==> config.mk <==
export PLATFORM = sky130hd
export DESIGN_NAME = kernel_eval_linear
export DESIGN_NICKNAME = d
export VERILOG_FILES = /design/src/rtl/kernel_eval_linear.sv
export SDC_FILE = /design/constraint.sdc
export NUM_CORES = 2
export LEC_CHECK = 0
export CORE_UTILIZATION = 45
export CTS_CLUSTER_DIAMETER = 120
export DETAILED_ROUTE_END_ITERATION = 12
export DONT_BUFFER_PORTS = 1
export PLACE_DENSITY = 0.58
export SLEW_MARGIN = 5
export SYNTH_ARGS = -nofsm -noshare
export SYNTH_HDL_FRONTEND = slang
export SYNTH_SLANG_ARGS = --single-unit
==> constraint.sdc <==
create_clock -name clk -period 10.25 [get_ports clk]
set_clock_uncertainty 0.05 [all_clocks]
set_input_delay 0.5125 -clock clk [delete_from_list [all_inputs] [get_ports clk]]
set_output_delay 0.5125 -clock clk [all_outputs]
set_load 0.01 [all_outputs]
==> src/rtl/kernel_eval_linear.sv <==
// Linear-kernel evaluator: streams a pixel vector against NUM_OF_SV support vectors
// in parallel and emits sign-magnitude 8.8 kernel values once the vector is consumed.
module kernel_eval_linear #(
  parameter int XLEN_PIXEL    = 8,
  parameter int NUM_OF_PIXELS = 784,
  parameter int NUM_OF_SV     = 10,
  parameter int ACC_W         = 26,
  parameter int ADDR_W        = 10
) (
  input  logic                              clk,
  input  logic                              rst_n,
  input  logic                              start,
  input  logic [XLEN_PIXEL-1:0]             pixel_in,
  input  logic                              pixel_valid,
  output logic                              pixel_ready,
  output logic [ADDR_W-1:0]                 sv_addr,
  input  logic [NUM_OF_SV*XLEN_PIXEL-1:0]   sv_data,
  output logic [2*XLEN_PIXEL*NUM_OF_SV-1:0] kernel_out,
  output logic                              kernel_valid,
  output logic                              busy
);

  localparam int KW      = 2 * XLEN_PIXEL;
  localparam int MW      = XLEN_PIXEL - 1;
  localparam int MAG_MAX = 2 ** (KW - 1) - 1;
  localparam logic [ADDR_W-1:0] LAST = ADDR_W'(NUM_OF_PIXELS - 1);

  typedef enum logic [2:0] {IDLE, RUN, DRAIN, CONV, DONE} state_t;

  state_t                       state;
  state_t                       state_nxt;
  logic [ADDR_W-1:0]            cnt;
  logic [XLEN_PIXEL-1:0]        pix_q;
  logic                         tag_v;
  logic [ACC_W-1:0]             acc      [NUM_OF_SV];
  logic [ACC_W-1:0]             prod     [NUM_OF_SV];
  logic                         sv_neg   [NUM_OF_SV];
  logic [KW*NUM_OF_SV-1:0]      kern_nxt;
  logic                         beat;
  logic                         start_acc;

  // Handshake: a pixel transfers on any cycle with pixel_valid && pixel_ready;
  // pixel_ready is high only in RUN, so pixel inputs are ignored elsewhere.
  assign pixel_ready = (state == RUN);
  assign beat        = pixel_valid && pixel_ready;
  assign start_acc   = start && ((state == IDLE) || (state == DONE));
  assign busy        = (state == RUN) || (state == DRAIN) || (state == CONV);
  assign sv_addr     = cnt;

  always_comb begin
    state_nxt = state;
    case (state)
      IDLE:    if (start) state_nxt = RUN;
      RUN:     if (beat && (cnt == LAST)) state_nxt = DRAIN;
      DRAIN:   state_nxt = CONV;
      CONV:    state_nxt = DONE;
      DONE:    if (start) state_nxt = RUN;
      default: state_nxt = IDLE;
    endcase
  end

  // Q0.15 product per SV; the sign bit of each ROM element picks add or subtract.
  always_comb begin
    for (int i = 0; i < NUM_OF_SV; i++) begin
      prod[i]   = ACC_W'(pix_q) * ACC_W'(sv_data[i*XLEN_PIXEL +: MW]);
      sv_neg[i] = sv_data[i*XLEN_PIXEL + MW];
    end
  end

  // Two's complement accumulator to sign-magnitude 8.8, saturating, never negative zero.
  function automatic logic [KW-1:0] to_fixed(input logic [ACC_W-1:0] a);
    logic [ACC_W-1:0] mag_abs;
    logic [ACC_W-1:0] mag_sh;
    logic [KW-2:0]    mag;
    mag_abs = a[ACC_W-1] ? (~a + ACC_W'(1)) : a;
    mag_sh  = mag_abs >> MW;
    mag     = (mag_sh > ACC_W'(MAG_MAX)) ? '1 : mag_sh[KW-2:0];
    return {a[ACC_W-1] && (mag != '0), mag};
  endfunction

  always_comb begin
    kern_nxt = '0;
    for (int i = 0; i < NUM_OF_SV; i++) begin
      kern_nxt[i*KW +: KW] = to_fixed(acc[i]);
    end
  end

  always_ff @(posedge clk or negedge rst_n) begin
    if (!rst_n) begin
      state        <= IDLE;
      cnt          <= '0;
      pix_q        <= '0;
      tag_v        <= 1'b0;
      kernel_out   <= '0;
      kernel_valid <= 1'b0;
      for (int i = 0; i < NUM_OF_SV; i++) acc[i] <= '0;
    end else begin
      state <= state_nxt;
      tag_v <= beat;
      if (beat) begin
        pix_q <= pixel_in;
        cnt   <= cnt + ADDR_W'(1);
      end
      // The tagged pixel meets its ROM word one cycle after acceptance.
      if (start_acc) begin
        cnt          <= '0;
        kernel_valid <= 1'b0;
        for (int i = 0; i < NUM_OF_SV; i++) acc[i] <= '0;
      end else if (tag_v) begin
        for (int i = 0; i < NUM_OF_SV; i++) begin
          acc[i] <= sv_neg[i] ? (acc[i] - prod[i]) : (acc[i] + prod[i]);
        end
      end
      if (state == CONV) begin
        kernel_out   <= kern_nxt;
        kernel_valid <= 1'b1;
      end
    end
  end

endmodule

* After elaboration in Yosys (flattened, before gate mapping)
Cells that the tools add are included.
** Storage, ports and cells
- Flip-flop bits (word level) :: 443
- Word-level logic and storage cells :: 155
** Cells by class
- Bitwise gates (word level) :: 10
- Add/sub/neg operators :: 31
- Multiplexer cells :: 39
- Equal/unequal tests :: 7
- Reductions and logical operators :: 32
- $mul :: 10
- $lt $le $gt $ge :: 10
** Operators by type and width (count)
- $mux 26 :: 20
- $mux 260 :: 2
- $add 26x1->26 const B :: 10
- $add 26x15->26 :: 10
- $not 26->26 :: 10
- $sub 26x15->26 :: 10
- $gt 19x15->1 const B :: 10
- $mul 8x7->15 :: 10
- $mux 15 :: 10
- $reduce_bool 15->1 :: 10
- $mux 10 :: 2
- $logic_and 1x1->1 :: 13
- $pmux 3 s4 :: 1
- $add 10x1->10 const B :: 1
- $eq 10x10->1 const B :: 1
- $eq 3x2->1 const B :: 2
- $mux 3 :: 2
- $reduce_bool 2->1 :: 3
- $ne 2x1->1 const B :: 2
- $eq 3x1->1 const B :: 1
- $eq 3x3->1 const B :: 1
- $logic_not 3->1 :: 1
- $logic_or 1x1->1 :: 3
- $mux 1 :: 2
- other kinds (2) :: 2

* Logic depth before layout (Yosys ltp)
- Depth after elaboration :: 7
- Gate-level depth with buffers :: 34
- Mapped depth without buffers :: 31

* Least setup slack after synthesis
Ideal clock, no wire load.
- Path kind :: register to register
- Start :: reg pix_q[0]
- End :: reg acc[51] (netlist name)
- Slack :: 2325 ps
- Required time :: 10121 ps
- Setup time :: 79 ps
- Cell stages (with the launch flop) :: 33
- Arrival time :: 7796 ps
- Cell sequence :: dfrtp_1 clkbuf_1 clkbuf_1 buf_1 nand2_1 fa_1 fa_1 inv_1 fa_1 inv_1 fa_1 inv_1 ha_1 and3_1 a221o_1 o41ai_2 o21bai_1 a21oi_1 xnor2_1 nor4_1 a21oi_1 xnor2_1 ha_1 a21oi_1 and2_1 o21ai_0 o2bb2ai_1 a41oi_1 a2111oi_0 nor3_1 nor4_1 nand2b_1 mux2i_1
** On the way
- Word-level cells in the longest chain between the ends :: 5
- Elaborated cells on any way between the ends :: 6
- Those cells by class :: 2 x add/sub; 1 x mul; 3 x mux
** Ends and longest elaborated chain
- start: declaration :: line 33 : logic [XLEN_PIXEL-1:0] pix_q;
- start signal: assignment :: line 101 : pix_q <= pixel_in;
- $mul 8x7->15 * :: line 65 : prod[i] = ACC_W'(pix_q) * ACC_W'(sv_data[i*XLEN_PIXEL +: MW]);
- $add 26x15->26 / $sub 26x15->26 (equally long branches) :: line 111 : acc[i] <= sv_neg[i] ? (acc[i] - prod[i]) : (acc[i] + prod[i]);
- $mux 26 * :: line 111
- $mux 260 * :: line 109 : end else if (tag_v) begin
- $mux 260 * :: line 105 : if (start_acc) begin
- end signal: indexed assignment :: line 111
- end: declaration :: line 35 : logic [ACC_W-1:0] acc [NUM_OF_SV];
Mark *: on every way between the ends. The rest lies on a longest branch, timed or not. The select of a mux whose other input is x is not followed.
A chain may end at the register's enable or synchronous reset.

* Worst setup path after layout
- Start :: reg pix_q[4]
- End :: reg acc[25] (netlist name)
Same word-level chain as after synthesis.

==> metrics.txt <==
Multi-input gate area between 0.04 and 0.05 mm^2; synthesized area ~0.055 mm^2; die width 352.0 um; Post-Place Cells 7977; CP max stage delay between 900 and 1000 ps; Sink Count 443; Synth area leader dfrtp_1; layout overhead on the synthesized area 6.505%; max-slew violations 11; initial antenna violation count 10; design area 0.05871 mm^2; Total GRT Usage 0.2379; CTS Buf Count 58; cells after synthesis 6586; die height 352.0 um; CP Max Fanout 38; period utilization 0.8368; sequential area share after synthesis 0.2011; Critical Path AT around 9000 ps; GRT overflow 0; synth warn 0; H-tree Lvls 2; fin cells 8101; Avg Synthesized Cell Area 8.370 um^2; run status finished, violations left; Synth top area share 0.2011; CP endpoint kind flop; Critical Path End acc[25]$_DFFE_PN0P_; Synth Net Count 7578; WP data required 10760 ps; DRC 2; number of DRC markers in iteration 0 2712; Initial Util 0.4529; vias in the first global route between 40000 and 50000; DRT Pass-1 Iters 9; area post-placement 0.05646 mm^2; commonest non-fill, non-tap cell in the layout nor2_1; most frequent cells in the layout nor2_1 (635), ha_1 (600), nand2_1 (566); path type of the worst setup path flop to flop; Routed Wire Length between 100000 and 150000 um; Post-DP HPWL 113400 um; WP buf/inv 3; R2R depth 27; GP Congestion roughly 0.9; Setup crit start kind flop; # Post-CTS Setup Buffers 0; # rows 128; Root Buffer clkbuf_16; Routed Antenna Nets 0; CTS clk-pin slew, worst paths 60 ps; nets@finish 7413; wire length per cell 18.46 um; FF-to-FF setup slack 1670 ps; Sequential cell area 0.01110 mm^2; Area contributors post-synth dfrtp_1 (20%), ha_1 (14%), fa_1 (11%), xnor2_1 (5.6%), and2_1 (5.2%); CTS tree built; vias per inst 5.652; Layout Utilization 0.4824; sum of negative setup slack 0 ps; Peak Freq 116.6 MHz; EDFF count, synth 0; max_cap viols 0; Unique masters post-synth 100; CTS max path bufs 3; filler cell count in the final layout between 10000 and 15000; ys async rst share 1.000; Slew HR -0.004041; I/O pins 265; I/O Buffers 0; Core Area 0.1217 mm^2; Worst-Skew Late Latency roughly 700 ps; reg2reg end acc[25]$_DFFE_PN0P_; Max stage delay cell, worst path dfrtp_2; die area 0.1239 mm^2; WP depth 27; Final Critical Period 8577 ps; r2r startpoint pix_q[4]$_DFFE_PN0P_; most common flop cell mapped by yosys dfrtp_1; failing checks DRC, hold timing, slew limit; vias 45788; Least-Margin Pin Slew 1506 ps; pin count of the biggest net entering global routing 444; Hold WC Path Type primary input to asynchronous set/reset pin; RSZ-0062 raised after global routing false; share of post-route cells with drive strength above 1 0.03972; family with the most delay on the worst path simple AND/OR/NAND/NOR gates; final setup vio count 0; first-pass GRT wire length 242200 um; final hold violations 443; CTS resizes 0; final hold slack -519.0 ps; cts hold-fix bufs 9; launch point of the worst path pix_q[4]$_DFFE_PN0P_; #FFs+latches synth around 440
sequential cells by signal (all words and copies together) (netlist names):
signal	cells
kernel_valid	1
sv_addr	10
pix_q	8
state	3
kernel_out	160
acc	260
tag_v	1
stage by stage:
stage,hold slack [ps],worst slack [ps]
final,-519.0,1673
after global routing,-551.9,947.5
after CTS,-537.9,1734
after detailed placement,203.2,1742
after global placement,201.7,1919
after floorplan,166.9,2325
worst min-delay path by stage:
stage / start / end / slack (ps) / cells past startpoint
finish: rst_n / kernel_out[19]$_DFFE_PN0P_ / -520 / 0
global route: rst_n / kernel_out[27]$_DFFE_PN0P_ / -550 / 0
CTS: rst_n / kernel_out[27]$_DFFE_PN0P_ / -540 / 0
detailed placement: rst_n / kernel_out[27]$_DFFE_PN0P_ / 200 / 0
global placement: rst_n / kernel_out[27]$_DFFE_PN0P_ / 200 / 0
floorplan: rst_n / acc[0]$_DFFE_PN0P_ / 170 / 0
per-layer routing:
metal	vias to the layer above	share of wire	wire length (um)	track usage
met5	-	0.00015	22	0
met4	4	0.020	3035	0.05153
met3	170	0.068	10110	0.05813
met2	825	0.42	62200	0.3529
met1	22105	0.50	74170	0.3463
li1	22684	-	-	-
cell type report:
class,instances,area share
antenna,5,0.0002131
sequential,443,0.1891
clock inverter,36,0.008866
multi-input combinational,5495,0.7086
tap,1625,0.03463
clock buffer,74,0.02779
inverter,377,0.02419
timing repair buffer,46,0.006692
cell families (layout without fill, tap and decap cells):
family          count (synthesis)  in the layout  synth area share
simple gates                 2460           2460            0.2228
compound gates               1402           1402            0.1653
fa+ha+maj                     900            900            0.2451
buf+inv                       648            533           0.04449
xor+xnor                      562            562           0.08957
flops                         443            443            0.2011
mux                           171            171           0.03160
other cells                     0              5                 0
cells in the mapped netlist (13+ instances only):
master and n:
nor2_1 635, ha_1 600, nand2_1 567, and2_1 460
dfrtp_1 443, inv_1 374, a21oi_1 362, xnor2_1 351
fa_1 300, o21ai_0 285, clkbuf_1 243, xor2_1 209
nor3_1 180, mux2i_1 147, a31oi_1 121, nand3_1 118
a21o_1 110, nor2b_1 84, o21a_1 81, a211oi_1 72
nand2b_1 69, or3_1 66, o31ai_1 57, nand4_1 49
a41o_1 42, nor4_1 40, and3_1 39, or2_2 32
mux2_2 24, or4_1 23, o211ai_1 22, o21bai_1 22
buf_1 21, o21ai_1 20, nand3b_1 19, nor4b_1 18
o2111ai_1 18, o22ai_1 18, o31a_1 18, o41ai_1 18
nor3b_1 15, a2111oi_0 13, a31o_2 13
Power is left out: the tool's default activity adds up to more than one toggle a clock period on the data nets, which glitch-free logic cannot reach.
